[config.mk]
export PLATFORM = sky130hd
export DESIGN_NAME = stdp_weight_updater
export DESIGN_NICKNAME = d
export VERILOG_FILES = /design/src/rtl/stdp_weight_updater.sv
export SDC_FILE = /design/constraint.sdc
export NUM_CORES = 1
export LEC_CHECK = 0
export CORE_UTILIZATION = 30
export CTS_BUF_LIST = sky130_fd_sc_hd__clkbuf_8
export DETAILED_ROUTE_END_ITERATION = 7
export PLACE_DENSITY = 0.52
export SLEW_MARGIN = 20
export SYNTH_ARGS = -nofsm -noshare
export SYNTH_HDL_FRONTEND = slang
export SYNTH_SLANG_ARGS = --single-unit
[constraint.sdc]
create_clock -name clk_i -period 6.2 [get_ports clk_i]
set_clock_uncertainty 0.1 [all_clocks]
set_input_delay 0.62 -clock clk_i [delete_from_list [all_inputs] [get_ports clk_i]]
set_output_delay 0.62 -clock clk_i [all_outputs]
set_load 0.03 [all_outputs]
[src/rtl/stdp_weight_updater.sv]
// Single writer of all synaptic weights: buffers per-synapse STDP delta requests, merges repeats,
// arbitrates round-robin and applies one saturating read-modify-write per cycle over two stages.
module stdp_weight_updater #(
  parameter int unsigned N_SYN  = 4,
  parameter int unsigned DW     = 16,
  parameter int          W_MIN  = 0,
  parameter int          W_MAX  = 2 ** (DW - 1) - 1,
  parameter int          W_INIT = 0
) (
  input  logic                           clk_i,
  input  logic                           rst_ni,
  input  logic [N_SYN-1:0]               change_weight_i,
  input  logic [N_SYN-1:0][DW-1:0]       delta_w_i,
  input  logic                           init_valid_i,
  input  logic [$clog2(N_SYN)-1:0]       init_addr_i,
  input  logic [DW-1:0]                  init_value_i,
  output logic [N_SYN-1:0][DW-1:0]       weight_o,
  output logic                           busy_o,
  output logic                           sat_event_o,
  output logic                           merge_event_o
);

  localparam int unsigned AW = $clog2(N_SYN);
  localparam logic signed [DW:0] WMinX   = (DW + 1)'(W_MIN);
  localparam logic signed [DW:0] WMaxX   = (DW + 1)'(W_MAX);
  localparam logic [DW-1:0]      WInit   = DW'(W_INIT);
  localparam logic [AW-1:0]      LastIdx = AW'(N_SYN - 1);

  // Pending slots, one per synapse
  logic [N_SYN-1:0]           valid_q, valid_d;
  logic [N_SYN-1:0][DW-1:0]   pdelta_q, pdelta_d;
  logic [AW-1:0]              ptr_q, ptr_d;

  // Stage 1 registers; stage 2 is the combinational read-modify-write feeding weight_q
  logic                       s1_valid_q;
  logic [AW-1:0]              s1_idx_q;
  logic [DW-1:0]              s1_delta_q;

  logic [N_SYN-1:0][DW-1:0]   weight_q, weight_d;
  logic                       sat_q, sat_d;
  logic                       merge_q, merge_d;

  logic                       gnt_valid;
  logic [AW-1:0]              gnt_idx;
  logic [DW-1:0]              s2_cur;
  logic signed [DW:0]         s2_sum;
  logic [DW-1:0]              s2_res;
  logic                       s2_clamped;
  logic                       s2_blocked;

  function automatic logic [AW-1:0] rr_idx(input logic [AW-1:0] base, input int unsigned off);
    int unsigned s;
    s = 32'(base) + off;
    if (s >= N_SYN) s = s - N_SYN;
    return AW'(s);
  endfunction

  function automatic logic [DW-1:0] sat_add(input logic [DW-1:0] a, input logic [DW-1:0] b);
    logic [DW:0] s;
    s = {a[DW-1], a} + {b[DW-1], b};
    if (s[DW] != s[DW-1]) begin
      return s[DW] ? {1'b1, {(DW - 1){1'b0}}} : {1'b0, {(DW - 1){1'b1}}};
    end
    return s[DW-1:0];
  endfunction

  // Round-robin: first occupied slot at or after the pointer
  always_comb begin
    gnt_valid = 1'b0;
    gnt_idx   = '0;
    for (int unsigned k = 0; k < N_SYN; k++) begin
      if (!gnt_valid && valid_q[rr_idx(ptr_q, k)]) begin
        gnt_valid = 1'b1;
        gnt_idx   = rr_idx(ptr_q, k);
      end
    end
  end

  always_comb begin
    ptr_d = ptr_q;
    if (gnt_valid) begin
      ptr_d = (gnt_idx == LastIdx) ? '0 : gnt_idx + AW'(1);
    end
  end

  // A slot freed by a grant or host load this cycle takes a new request as a fresh capture
  always_comb begin
    valid_d  = valid_q;
    pdelta_d = pdelta_q;
    merge_d  = 1'b0;
    for (int unsigned i = 0; i < N_SYN; i++) begin
      if ((gnt_valid && gnt_idx == AW'(i)) || (init_valid_i && init_addr_i == AW'(i))) begin
        valid_d[i] = 1'b0;
      end
      if (change_weight_i[i]) begin
        if (valid_d[i]) begin
          pdelta_d[i] = sat_add(pdelta_q[i], delta_w_i[i]);
          merge_d     = 1'b1;
        end else begin
          pdelta_d[i] = delta_w_i[i];
          valid_d[i]  = 1'b1;
        end
      end
    end
  end

  // Stage 2 reads the live register, so back-to-back updates to one synapse need no bypass
  always_comb begin
    s2_cur     = weight_q[s1_idx_q];
    s2_sum     = $signed({s2_cur[DW-1], s2_cur}) + $signed({s1_delta_q[DW-1], s1_delta_q});
    s2_res     = s2_sum[DW-1:0];
    s2_clamped = 1'b0;
    if (s2_sum < WMinX) begin
      s2_res     = WMinX[DW-1:0];
      s2_clamped = 1'b1;
    end else if (s2_sum > WMaxX) begin
      s2_res     = WMaxX[DW-1:0];
      s2_clamped = 1'b1;
    end
  end

  assign s2_blocked = init_valid_i && (init_addr_i == s1_idx_q);

  always_comb begin
    weight_d = weight_q;
    sat_d    = 1'b0;
    if (s1_valid_q && !s2_blocked) begin
      weight_d[s1_idx_q] = s2_res;
      sat_d              = s2_clamped;
    end
    if (init_valid_i && 32'(init_addr_i) < N_SYN) begin
      weight_d[init_addr_i] = init_value_i;
    end
  end

  always_ff @(posedge clk_i or negedge rst_ni) begin
    if (!rst_ni) begin
      valid_q    <= '0;
      pdelta_q   <= '0;
      ptr_q      <= '0;
      s1_valid_q <= 1'b0;
      s1_idx_q   <= '0;
      s1_delta_q <= '0;
      weight_q   <= {N_SYN{WInit}};
      sat_q      <= 1'b0;
      merge_q    <= 1'b0;
    end else begin
      valid_q    <= valid_d;
      pdelta_q   <= pdelta_d;
      ptr_q      <= ptr_d;
      s1_valid_q <= gnt_valid;
      s1_idx_q   <= gnt_idx;
      s1_delta_q <= pdelta_q[gnt_idx];
      weight_q   <= weight_d;
      sat_q      <= sat_d;
      merge_q    <= merge_d;
    end
  end

  assign weight_o      = weight_q;
  assign busy_o        = (|valid_q) | s1_valid_q;
  assign sat_event_o   = sat_q;
  assign merge_event_o = merge_q;

endmodule

==> run_results.csv <==
group,metric,value,unit
global_route,grt_first_pass_wirelength,59.8,mm
clock_tree,ctsResizeCount,0,
setup_path,critPathArrivalTime,4.86,ns
synth,yosysMostFrequentCell,"nand2_1",
setup_path,slowest_stage,"o21ai_1",
cells_and_area,syn_to_final_growth,22.4,%
setup_path,crit_path_end_kind,"register",
setup_path,cp.buffers_inverters,1,
die,num_rows,71,
setup_path,cp-start-kind,"register",
synth,synth_flop_cell,"dfrtp_1",
die,dieArea,0.0398,mm2
synth,synth_area,0.0117,mm2
timing,period_needed,4.60,ns
cells_and_area,nets,1667,
setup_path,worstPathMaxFanout,16,
routing,antenna_left,0,
place,gp_congestion,0.877,
setup_path,r2r_cells,11,
clock_tree,post_cts_buffers,0,
die,io_pins,156,
setup_path,critical_path_required,6.46,ns
synth,synthArstFlopShare,100,%
global_route,grt_util_all_layers,19.8,%
clock_tree,clkTransAtPathRegs,0.09,ns
cells_and_area,fin_util,37.6,%
routing,drc,0,
global_route,grt_max_degree,94,
routing,firstDrtPassIters,5,
clock_tree,postCtsHoldBufs,0,
timing,whs,0.139,ns
routing,viasPerCell,5.34,
timing,setup_viol,0,
timing,rsz0062_at_grt,"false",
cells_and_area,final_layout_size_suffix_gt1_share,6.13,%
synth,synth-edff-count,0,
setup_path,max_stage_delay,0.66,ns
timing,drv_slew,0,
setup_path,criticalPathCategory,"register to register",
die,initial_core_util,30.7,%
die,chipWidth,199,um
place,port_buffers,155,
synth,synth_area_per_cell,8.62,um2
synth,synthCells,1356,
global_route,grt_remaining_overflow,0,
die,core,0.0380,mm2
synth,yosysWarnings,0,
cells_and_area,instances_no_fill,2013,
timing,setup_tns,0,ns
setup_path,cp_cell_sequence,"buf_4 > mux4_2 > ha_1 > nor2b_1 > o31a_1 > o2111ai_1 > a21boi_0 > o21ai_1 > a21oi_1 > a221oi_2 > a21oi_1",
routing,vias,10800,
routing,post_drt_wl_per_cell,19.2,um
routing,drtIter0Drc,659,
timing,hold_viol,0,
timing,tightest_slew,0.981,ns
setup_path,crit_top_cell,"a21oi_1",
synth,synth_top_area_share,33.2,%
synth,yosysSeqAreaShare,33.2,%
hold_path,hold_class,"primary input to async pin",
timing,final.period_utilization,74.1,%
global_route,gr-usage-met3,3.78,%
global_route,use_met2,30.7,%
place,place_inst,1981,
job,cap_viol_max_count,0,
synth,synth_cell_type_count,69,
synth,synthesis.nets,1534,
clock_tree,cts_buffers,17,
synth,yosys-top-cells-area,"dfrtp_1 (33%), ha_1 (9.0%), o21ai_0 (6.0%)",
cells_and_area,n_fill_cell,3956,
setup_path,reg2reg_to,"weight_o[46]",
setup_path,path_depth,11,
global_route,antenna_found_initial,0,
outcome,status,"completed",
clock_tree,clock_sinks,155,
die,die_y,199,um
clock_tree,clk_latency,0.48,ns
global_route,grt_pass1_vias,10300,
cells_and_area,n_antenna_cell,0,
clock_tree,htreeDepth,4,
setup_path,timing.rr.start,"s1_idx_q[0]",
global_route,met1_usage,27.9,%
routing,routed_wl,38.6,mm
synth,synthTopCellsByCount,"nand2_1 (165), dfrtp_1 (155), o21ai_0 (139), nor2_1 (108), a21oi_1 (90)",
timing,fmax,218,MHz
timing,relSlewSlack,34.4,%
clock_tree,tritoncts,"built",
synth,synth_seq_cells,155,
clock_tree,clockBufferDepth,2,
setup_path,regToRegSetupSlack,1.60,ns
place,dp_hpwl,29.3,mm
global_route,busiest_layer,"met2",
synth,yosysTopAreaCell,"dfrtp_1",
clock_tree,clockRootBuffer,"clkbuf_8",
setup_path,crit_family,"compound AO/OA/AOI/OAI gates",
## sequential cells by signal (all words and copies together) (netlist names)
register       cells
merge_event_o      1
pdelta_q          64
ptr_q              2
s1_delta_q        16
s1_idx_q           2
s1_valid_q         1
sat_event_o        1
valid_q            4
weight_o          64
## cell type report
type | instances | area [um2] | area share (%)
Clock buffer | 18 | 248 | 1.73
Tap cell | 511 | 639 | 4.47
Sequential cell | 155 | 3880 | 27.1
Clock inverter | 14 | 239 | 1.67
Multi-Input combinational cell | 1098 | 7450 | 52.1
Inverter | 44 | 165 | 1.15
Timing Repair Buffer | 173 | 1690 | 11.8
## stage by stage
stage | worst slack (ns) | cell area (um2)
finish | 1.60 | 14300
global route | 1.09 | 14300
CTS | 1.57 | 14300
detailed placement | 1.57 | 13800
global placement | 1.71 | 13800
floorplan | 1.79 | 11700
## cells in the final DEF, fill, tap and decap left out, types with 34 or more instances in the layout
master	n
nand2_1	165
clkdlybuf4s50_1	154
dfrtp_1	154
o21ai_0	139
nor2_1	105
a21oi_1	90
ha_1	84
inv_1	46
nand3_1	40
mux2i_1	39
a211oi_1	39
a22oi_1	38
xnor2_1	34
## per-layer routing
| layer | up-vias | share of wire, % |
|---|---|---|
| met1 | 5107 | 48 |
| met4 | 0 | 1.7 |
| li1 | 5278 | - |
| met5 | - | 0 |
| met2 | 332 | 44 |
| met3 | 35 | 6.5 |
## cells by family (layout without fill, tap and decap cells)
group | count (synthesis) | after routing | synth area share (%)
adders and majority gates | 89 | 89 | 9.85
xor gates and xnor gates | 49 | 49 | 3.67
AOI/OAI and AO/OA | 469 | 469 | 26.0
and+or+nand+nor | 435 | 435 | 17.4
muxes | 56 | 56 | 6.52
DFF | 155 | 155 | 33.2
buffers and inverters | 103 | 249 | 3.40
## worst max-delay path by stage
stage / from / to / slack [ns]
final: s1_idx_q[0] / weight_o[46] / 1.60
after global routing: s1_idx_q[0] / weight_o[46] / 1.09
after CTS: s1_idx_q[0] / weight_o[61] / 1.57
after detailed placement: s1_idx_q[0] / weight_o[61] / 1.57
after global placement: s1_idx_q[0] / weight_o[61] / 1.71
after floorplan: s1_idx_q[0] / weight_o[62] / 1.79
Power is left out: the tool's default activity adds up to more than one toggle a clock period on the data nets, which glitch-free logic cannot reach.
